<file path="config.mk">
export PLATFORM = sky130hd
export DESIGN_NAME = c64_sampler
export DESIGN_NICKNAME = d
export VERILOG_FILES = /design/src/rtl/c64_sampler.sv
export SDC_FILE = /design/constraint.sdc
export NUM_CORES = 1
export LEC_CHECK = 0
export ABC_AREA = 1
export CORE_MARGIN = 2
export CORE_UTILIZATION = 58
export DETAILED_ROUTE_END_ITERATION = 8
export GPL_TIMING_DRIVEN = 0
export PLACE_DENSITY = 0.8
export SYNTH_ARGS = -nofsm -noshare
export SYNTH_HDL_FRONTEND = slang
export SYNTH_SLANG_ARGS = --single-unit
</file>
<file path="constraint.sdc">
create_clock -name clk -period 2.7 [get_ports clk]
set_input_delay 0.27 -clock clk [delete_from_list [all_inputs] [get_ports clk]]
set_output_delay 0.27 -clock clk [all_outputs]
set_load 0.01 [all_outputs]
</file>
<file path="src/rtl/c64_sampler.sv">
// C64 I/O-area audio capture cartridge: decimates a 16-bit PCM stream into an
// 8-bit offset-binary FIFO that the 6510 drains through $DE00-$DE03/$DF00-$DF03.
module c64_sampler #(
    parameter int FIFO_DEPTH = 16
) (
    input  logic        clk,
    input  logic        reset,
    input  logic        rd_n,
    input  logic        wr_n,
    input  logic [15:0] addr,
    input  logic [7:0]  data_in,
    output logic [7:0]  data_out,
    output logic        data_oe,
    input  logic [15:0] pcm_in,
    input  logic        pcm_valid
);

    localparam int AW = $clog2(FIFO_DEPTH);
    localparam int CW = AW + 1;

    logic [7:0]    mem_q [FIFO_DEPTH];
    logic [AW-1:0] wptr_q, wptr_d, rptr_q, rptr_d;
    logic [CW-1:0] cnt_q, cnt_d;
    logic          ovf_q, ovf_d;
    logic          en_q, en_d;
    logic [2:0]    dd_q, dd_d;
    logic [2:0]    dec_q, dec_d;
    logic [7:0]    dout_q, dout_d;
    logic          rd_n_q, wr_n_q;
    logic          rd_arm_q, wr_arm_q;

    logic       sel, rd_stb, wr_stb;
    logic [1:0] idx;
    logic       empty, full, take, push, pop, flush, ovf_set, ctl_wr;
    logic [4:0] cnt5;
    logic [7:0] sample8, rd_mux;
    logic       unused;

    assign unused  = ^{data_in[6:4], pcm_in[7:0]};
    assign sel     = (addr[15:8] == 8'hDE || addr[15:8] == 8'hDF)
                     && addr[7:2] == 6'd0;
    assign idx     = addr[1:0];
    assign data_oe = sel && !rd_n;
    assign data_out = dout_q;

    // Arm flags keep a strobe held low across reset from firing after release.
    assign rd_stb = sel && !rd_n && rd_n_q && rd_arm_q;
    assign wr_stb = sel && !wr_n && wr_n_q && wr_arm_q;

    assign empty   = (cnt_q == '0);
    assign full    = (cnt_q == CW'(FIFO_DEPTH));
    assign cnt5    = 5'(cnt_q);
    assign sample8 = pcm_in[15:8] ^ 8'h80;

    assign ctl_wr  = wr_stb && idx == 2'd2;
    assign flush   = ctl_wr && data_in[7];
    assign pop     = rd_stb && idx == 2'd0 && !empty;
    assign take    = en_q && pcm_valid && dec_q == 3'd0;
    assign push    = take && (!full || pop);
    assign ovf_set = take && full && !pop;

    always_comb begin
        rd_mux = 8'h00;
        unique case (idx)
            2'd0: rd_mux = empty ? 8'h80 : mem_q[rptr_q];
            2'd1: rd_mux = {empty, full, ovf_q, cnt5};
            2'd2: rd_mux = {4'b0, dd_q, en_q};
            2'd3: rd_mux = 8'h00;
        endcase
    end

    always_comb begin
        cnt_d  = cnt_q;
        wptr_d = wptr_q;
        rptr_d = rptr_q;
        ovf_d  = ovf_q;
        dec_d  = dec_q;
        en_d   = en_q;
        dd_d   = dd_q;
        dout_d = dout_q;
        if (rd_stb) dout_d = rd_mux;
        if (push) wptr_d = wptr_q + AW'(1);
        if (pop) rptr_d = rptr_q + AW'(1);
        if (push && !pop) cnt_d = cnt_q + CW'(1);
        else if (pop && !push) cnt_d = cnt_q - CW'(1);
        if (rd_stb && idx == 2'd1) ovf_d = 1'b0;
        if (ovf_set) ovf_d = 1'b1;
        if (!en_q) dec_d = 3'd0;
        else if (pcm_valid) dec_d = (dec_q == dd_q) ? 3'd0 : dec_q + 3'd1;
        if (ctl_wr) begin
            en_d = data_in[0];
            dd_d = data_in[3:1];
        end
        if (flush) begin
            cnt_d  = '0;
            wptr_d = '0;
            rptr_d = '0;
            ovf_d  = 1'b0;
            dec_d  = 3'd0;
        end
    end

    always_ff @(posedge clk) begin
        if (push && !flush) mem_q[wptr_q] <= sample8;
    end

    always_ff @(posedge clk or posedge reset) begin
        if (reset) begin
            cnt_q    <= '0;
            wptr_q   <= '0;
            rptr_q   <= '0;
            ovf_q    <= 1'b0;
            dec_q    <= 3'd0;
            en_q     <= 1'b0;
            dd_q     <= 3'd0;
            dout_q   <= 8'h00;
            rd_n_q   <= 1'b1;
            wr_n_q   <= 1'b1;
            rd_arm_q <= 1'b0;
            wr_arm_q <= 1'b0;
        end else begin
            cnt_q    <= cnt_d;
            wptr_q   <= wptr_d;
            rptr_q   <= rptr_d;
            ovf_q    <= ovf_d;
            dec_q    <= dec_d;
            en_q     <= en_d;
            dd_q     <= dd_d;
            dout_q   <= dout_d;
            rd_n_q   <= rd_n;
            wr_n_q   <= wr_n;
            rd_arm_q <= rd_arm_q | rd_n;
            wr_arm_q <= wr_arm_q | wr_n;
        end
    end

endmodule

</file>
Word-level counts from Yosys, hierarchy flattened:

Memory sizes are Yosys's and may differ from the RTL's.
Cells that the tools add are included.

* register bits: 33
* bits in read-only memories: 0
* latch bits: 0
* input port bits: 45
* output and inout bits: 9
* word-level logic and storage cells: 84
* memories: 1
* RAM bits: 128

* bitwise gates (word level): 3
* shift-type cells: 0
* equality and inequality tests: 8
* div/mod/pow operators: 0
* $lt $le $gt $ge: 0
* reduce and logical (&&, ||, !) cells: 37
* multiply operators: 0
* mux-type cells: 18
* add/subtract/negate cells: 5

Memories
* mem_q: words 16, bits a word 8, rd ports 1, clocked after memory_dff 0, write ports 1, line 21 `logic [7:0] mem_q [FIFO_DEPTH];`

Operators by type and width (number)
* 8-bit one-hot mux with 4 select lines: 1
* 1-bit logical AND: 20
* 8-bit == test, second input constant: 2
* 4-bit two-way mux: 4
* 5-bit two-way mux: 3
* 3-bit two-way mux: 4
* 4-bit by 1-bit adder with 4-bit output, second input constant: 2
* 8-bit two-way mux: 1
* 1-bit logical NOT: 7
* 6-bit logical NOT: 1
* 3-bit nonzero test: 2
* 5-bit by 1-bit adder with 5-bit output, second input constant: 1
* 5-bit == test, second input constant: 1
* 5-bit logical NOT: 1
* 1-bit two-way mux: 5
* 5-bit by 1-bit subtractor with 5-bit output, second input constant: 1
* 2-bit == test, second input constant: 2
* 2-bit nonzero test: 2
* 3-bit by 1-bit adder with 3-bit output, second input constant: 1
* 3-bit == test: 1
* 3-bit logical NOT: 1
* 3-bit by 2-bit inequality test with 1-bit output, second input constant: 1
* 2-bit by 1-bit == test with 1-bit output, second input constant: 1
* 2-bit logical NOT: 1
* 3 further kinds: 5

Depth between registers and ports, before layout:

Gate-level depths: netlist of the first run.

* depth in word-level cells: 15
* mapped depth: 17
* depth with buffers taken out: 17

Worst setup path before layout of the first run:

OpenSTA, ideal clock, no wires.

* path type: register to register
* from: register cnt_q[0] (netlist: cnt5[0])
* to: register cnt_q[4] (netlist: cnt5[4])
* buffers on the path: 0
* required time: 2582 ps
* library setup time: 118 ps
* arrival: 2033 ps
* stages on the path, launching flop included: 16
* setup slack: 550 ps
* period minus slack after synthesis: 2150 ps
* path through: dfrtp_1 > nor2_2 > nand3_2 > nand2_2 > inv_2 > nand4_4 > nand3_2 > fa_1 > nand3_1 > nand3_1 > nand2_1 > inv_1 > nand2_1 > nand2_1 > nand2_1 > nand2_1

* longest elaborated chain between the ends: 8
* elaborated cells between the ends (all ways): 17
* classes of those cells: add/sub (2); eq/ne (1); mux (3); reduce/logical (11)

Ends and longest elaborated chain
* start: declaration: line 23 `logic [CW-1:0] cnt_q, cnt_d;`
* start signal: assignment: line 122 `cnt_q <= cnt_d;`
* parallel branches: the longest is 8 deep, another holds 5-bit by 1-bit subtractor with 5-bit output

Parallel ways; which one is timed is not known. The select of a mux whose other input is x is not followed.
A chain may end at the register's enable or synchronous reset.

Worst setup path after layout of the first run:

* from: register dec_q[0]
* to: memory mem_q[4][1], enable pin

* longest elaborated chain between the ends: 6

Ends and longest elaborated chain
* start: declaration: line 27 `logic [2:0] dec_q, dec_d;`
* start signal: assignment: line 113 `dec_q <= 3'd0;`
* start signal: assignment: line 126 `dec_q <= dec_d;`
* 3-bit logical NOT: line 58 `assign take = en_q && pcm_valid && dec_q == 3'd0;`
* 1-bit logical AND: line 58
* 1-bit logical AND: line 59 `assign push = take && (!full || pop);`
* 1-bit logical AND: line 104 `if (push && !flush) mem_q[wptr_q] <= sample8;`
* 1-bit two-way mux: line 104
* 1-bit two-way mux (implied by the code): line 104
* end: declaration: line 21

Every way passes these cells.

==> metrics.yaml, run 1 <==
run_status: "completed"
synthAdderAreaFrac_pct: 2.21
via_per_inst: 6.12
synth.area.mux_share_pct: 0.631
cts_hold_buffers: 0
leakagePower_nw: 3.17
boundaryPins: 54
yosys.area_share.simple_pct: 17.2
fp-row-count: 40
cts.sinks: 161
maxSlewHeadroom_pct: 36.7
hold_path.class: "input port to async pin"
cts_tree: "yes"
antenna_found_initial: 0
htreeDepth: 4
cp.required_ps: 2750
synth_nets: 711
cap_violations: 0
tightest_slew_ps: 946
end_kind: "flop"
netlist_area_um2: 7140
synth_top_family_by_area: "simple AND/OR/NAND/NOR gates"
clock_latency_ps: 430
dp_hpwl_um: 12000
die_h_um: 115
rsz0062_at_grt: "yes"
power.density_nw_per_um2: 618
synth.avg_cell_area_um2: 10.9
gr-usage-all-layers_pct: 27.0
synth_seq_cells: 161
layout-drive-gt1-share_pct: 9.88
cts_buffers: 17
yosysWarnings: 0
routabilityCongestion: 0.858
grt_start_max_net_pins: 34
synthCells: 654
fin_nets: 773
grt_pass1_wl_um: 26200
core_area_um2: 12000
met3_usage_pct: 5.11
initial_utilization_pct: 59.4
irDropWorstVdd_mv: 0.456
finalCritPeriodShare_pct: 95.5
die_area_um2: 13200
p_total_mw: 5.17
grtUsageMet2_pct: 43.6
area_growth_pct: 17.2
first_global_vias: 5046
worst_setup_path_start_kind: "flop"
antenna_cells: 0
cts_buffer_depth: 2
seq_area_frac_synth_pct: 65.4
firstDrtPassIters: 5
grt.busiest_layer: "met2"
finalSetupViolCount: 0
skew_ps: 7.19
drt-wirelength-per-cell_um: 19.9
tns_ps: 0
whs_ps: 96.2
ant_nets: 0
drt_iter0_drc: 710
root_buffer: "clkbuf_16"
port_buffers: 42
ys_types: 38
gr-total-overflow: 0
finalMaxSlewViolations: 0
wl_um: 17400
vias: 5358
clock.fmax_mhz: 388
hold_viol: 0
critPathMaxFanout: 8
use_met1_pct: 36.3
fp.dieW_um: 115
synth_compound_area_share_pct: 9.38
clk_pin_slew_ps: 60
remaining_drc_errors: 0
final_util_pct: 69.7
synth-xor-area-share_pct: 0.981
min_period_ps: 2580
critPathKind: "flop to flop"
critPathArrivalTime_ps: 2630
-- logic make-up after synthesis --
group                    after synthesis
buffers and inverters                 72
AND/OR/NAND/NOR                      280
AO/OA/AOI/OAI                        117
XOR/XNOR                               8
flip-flops                           161
adder cells (fa/ha/maj)               12
multiplexers                           4
-- state kept, by name (all words and copies together) (netlist names), 3 cells and up --
| signal | flops |
|---|---|
| data_out | 8 |
| wptr_q | 4 |
| rptr_q | 4 |
| mem_q | 128 |
| cnt5 | 5 |
| dec_q | 3 |
| dd_q | 3 |
-- through the flow --
stage          cells  area [um^2]  worst slack (ps)
2_1_floorplan    654         7140               550
5_1_grt          876         8370             -25.3
4_1_cts          875         8330               158
6_report         876         8370               121
3_3_place_gp     843         7740              -169
3_5_place_dp     843         7740              -259
-- final timing paths --
| path | slack, ps | end | depth (start not counted) | from |
|---|---|---|---|---|
| worst min register to register | 460 | rd_arm_q$_DFF_PP0_ | 1 | rd_arm_q$_DFF_PP0_ |
| worst max-delay path | 120 | mem_q[4][1]$_DFFE_PP_ | 8 | dec_q[0]$_DFFE_PP0P_ |
| worst max register to register | 120 | mem_q[4][1]$_DFFE_PP_ | 8 | dec_q[0]$_DFFE_PP0P_ |
| worst min-delay path | 100 | data_out[2]$_DFFE_PP0N_ | 2 | reset |
| max in group asynchronous | 2100 | rd_n_q$_DFF_PP1_ | 3 | reset |
| min in group clk | 280 | wr_n_q$_DFF_PP1_ | 1 | wr_n |
-- report_power, final --
| part | switching [mW] | total [mW] | internal (mW) |
|---|---|---|---|
| Combinational | 0.0689 | 0.123 | 0.0543 |
| Sequential | 0.00189 | 2.69 | 2.68 |
| Clock | 0.994 | 2.37 | 1.37 |
| Total | 1.06 | 5.17 | 4.11 |
-- cells in the final DEF, fill, tap and decap left out, types with 12 or more instances in the layout --
master,count
clkbuf_16,17
edfxtp_1,128
o21ai_0,63
nor2_1,113
o211ai_1,18
inv_1,41
nand2_1,85
dfrtp_1,31
nand4_1,17
clkbuf_1,12
clkdlybuf4s50_1,42
nand3_1,39
a21oi_1,14
-- what timing repair did --
action / 4_1_cts / 5_1_grt
setup buffers: 0 / 0
setup endpoints to repair: 0 / 10
resized for setup: 0 / 4
-- Yosys cell counts (all sizes together) --
| cell | instances | area [um^2] |
|---|---|---|
| o211ai | 18 | 135 |
| dfstp | 2 | 52.6 |
| nand4 | 19 | 140 |
| mux2 | 4 | 45.0 |
| nand2 | 92 | 363 |
| nand3 | 41 | 215 |
| dfrtp | 31 | 776 |
| a22o | 3 | 26.3 |
| nor3 | 8 | 45.0 |
| a21oi | 15 | 78.8 |
| nor2 | 118 | 448 |
| o21ai | 67 | 335 |
| clkinv | 2 | 8.75 |
| edfxtp | 128 | 3840 |
| o22ai | 10 | 62.6 |
| a2bb2oi | 1 | 8.76 |
| xor2 | 5 | 43.8 |
| clkbuf | 11 | 41.3 |
| fa | 1 | 20.0 |
| nand3b | 1 | 7.51 |
| ha | 11 | 138 |
| or2 | 1 | 6.26 |
| buf | 14 | 81.3 |
| xnor2 | 3 | 26.3 |
| inv | 45 | 169 |
| a21boi | 3 | 22.5 |
-- area by class of cell --
cell class                      count  area (um^2)
Fill cell                         817         3640
Inverter                           47          178
Clock buffer                       18          429
Timing Repair Buffer               43          448
Sequential cell                   161         4670
Tap cell                          147          184
Multi-Input combinational cell    421         2180
Clock inverter                     14          153
Buffer                             25          123
-- critical path: stages (launching register included) --
cell      delay (ps)
dfrtp_1          430
inv_1            130
ha_1             150
nand3_1          190
inv_1            240
nand2_2          120
clkinv_2         120
nand2_2          100
nor2_1           730
-- routing by layer --
layer  wire length [um]  part of all wire [%]
met5                  0                     0
met4                487                   2.8
met3               1600                   9.2
met2               8430                    48
met1               6880                    40
(Power assumes the default switching activity.)
==> run 2, diff against run 1 <==
- CELL_PAD_IN_SITES_DETAIL_PLACEMENT: not set -> 1
- CELL_PAD_IN_SITES_GLOBAL_PLACEMENT: not set -> 1
- CORE_UTILIZATION: 58 -> 47
- PLACE_DENSITY: 0.8 -> 0.81
- SLEW_MARGIN: not set -> 5
==> metrics.yaml, run 2 (synthesis gave the netlist of run 1 again) <==
run_status: "completed"
ant_nets: 0
irDropWorstVdd_mv: 0.493
first_global_vias: 5750
firstDrtPassIters: 5
tightest_slew_ps: 772
area_growth_pct: 18.2
critPathArrivalTime_ps: 2630
drt_iter0_drc: 528
regArea_um2: 4670
largest-register: "mem_q"
cts_hold_buffers: 0
fp-row-count: 45
final_common_cell: "edfxtp_1"
largest_reg_flops: 128
gr-total-overflow: 0
min_period_ps: 2560
n_fill_cell: 1612
timing.rr.start: "cnt5[2]$_DFFE_PP0P_"
core_area_um2: 15000
postCtsSetupRepairBufs: 0
htreeDepth: 4
finalCritPeriodShare_pct: 94.8
via_per_inst: 5.87
clock.fmax_mhz: 391
grt_pass1_wl_um: 32000
hold_viol: 0
critPathMaxFanout: 8
gr-usage-all-layers_pct: 26.9
cts_tree: "yes"
end_kind: "flop"
tns_ps: 0
dp_hpwl_um: 14300
worst_setup_path_start_kind: "input port"
multi_input_area_um2: 2210
critPathKind: "input port to flop"
drt-wirelength-per-cell_um: 23.0
wl_um: 21100
hold_path.class: "input port to async pin"
leakagePower_nw: 3.17
die_area_um2: 16200
finalWorstSetupSlack_ps: 141
cts.sinks: 161
cts_buffer_depth: 2
worstRegToRegCells: 10
final_cell_mix: "edfxtp_1 (128), nor2_1 (100), nand2_1 (85)"
antenna_found_initial: 0
die_h_um: 127
boundaryPins: 54
finalSetupViolCount: 0
stdcell_count: 916
rsz0062_at_grt: "no"
cp.required_ps: 2770
root_buffer: "clkbuf_16"
initial_utilization_pct: 47.5
reg2reg_slack_ps: 230
skew_ps: 9.03
r2r_end: "mem_q[10][3]$_DFFE_PP_"
layout-drive-gt1-share_pct: 12.0
fin_nets: 772
port_buffers: 42
power.density_nw_per_um2: 620
remaining_drc_errors: 0
fp.dieW_um: 127
vias: 5376
clock_latency_ps: 440
dp.cells: 884
place_ws_ps: -477
final_util_pct: 56.1
grt_start_max_net_pins: 34
cap_violations: 0
p_total_mw: 5.23
cts_buffers: 17
finalMaxSlewViolations: 0
antenna_cells: 0
routabilityCongestion: 0.880
clk_pin_slew_ps: 70
maxSlewHeadroom_pct: 48.5
==> run 2: metal layers <==
layer	share of wire [%]	track usage, %	vias to the layer above
met3	5.8	5.03	46
met2	49	45.5	204
met1	42	34.9	2702
met5	0	0	-
met4	2.6	10.2	0
li1	-	-	2424
==> run 2: repair_timing <==
item,CTS,global route
gates resized for setup,8,9
hold endpoints to repair,0,0
setup endpoints to repair,61,65
==> run 2: layout make-up <==
class / count / area share, %
sequential: 161 / 55.4
clock inverter: 15 / 1.99
inverter: 47 / 2.11
buffer: 25 / 1.45
multi-input combinational: 421 / 26.3
clock buffer: 17 / 5.04
tap: 188 / 2.79
timing repair buffer: 42 / 4.98
==> run 2: critical path, cell delays in order <==
cell             delay [ps]
clkdlybuf4s50_1         450
nor3_1                  330
nand2_1                 190
nor2_2                  190
nand4_4                 190
nand2_2                 110
nand2_2                  90
clkinv_2                130
nand2_2                 130
nor2_2                  540
==> run 2: power by group <==
group          switching, mW  total (mW)  internal [mW]
Clock                   1.11        2.42           1.32
Combinational         0.0718       0.122         0.0503
Sequential           0.00165        2.68           2.68
Total                   1.18        5.23           4.05
==> run 2: worst max path at each step <==
stage,start,endpoint,cells past startpoint
finish,addr[3],mem_q[10][3]$_DFFE_PP_,10
global placement,addr[10],mem_q[10][2]$_DFFE_PP_,11
global route,addr[10],mem_q[10][3]$_DFFE_PP_,11
detailed placement,addr[10],mem_q[12][1]$_DFFE_PP_,11
floorplan,cnt5[0]$_DFFE_PP0P_,cnt5[4]$_DFFE_PP0P_,15
CTS,addr[10],mem_q[15][2]$_DFFE_PP_,11
==> run 2: stage by stage <==
stage	hold slack (ps)	area [um^2]
after floorplan	274	7140
after detailed placement	451	7790
final	276	8440
after CTS	274	8410
after global placement	451	7790
after global routing	299	8440
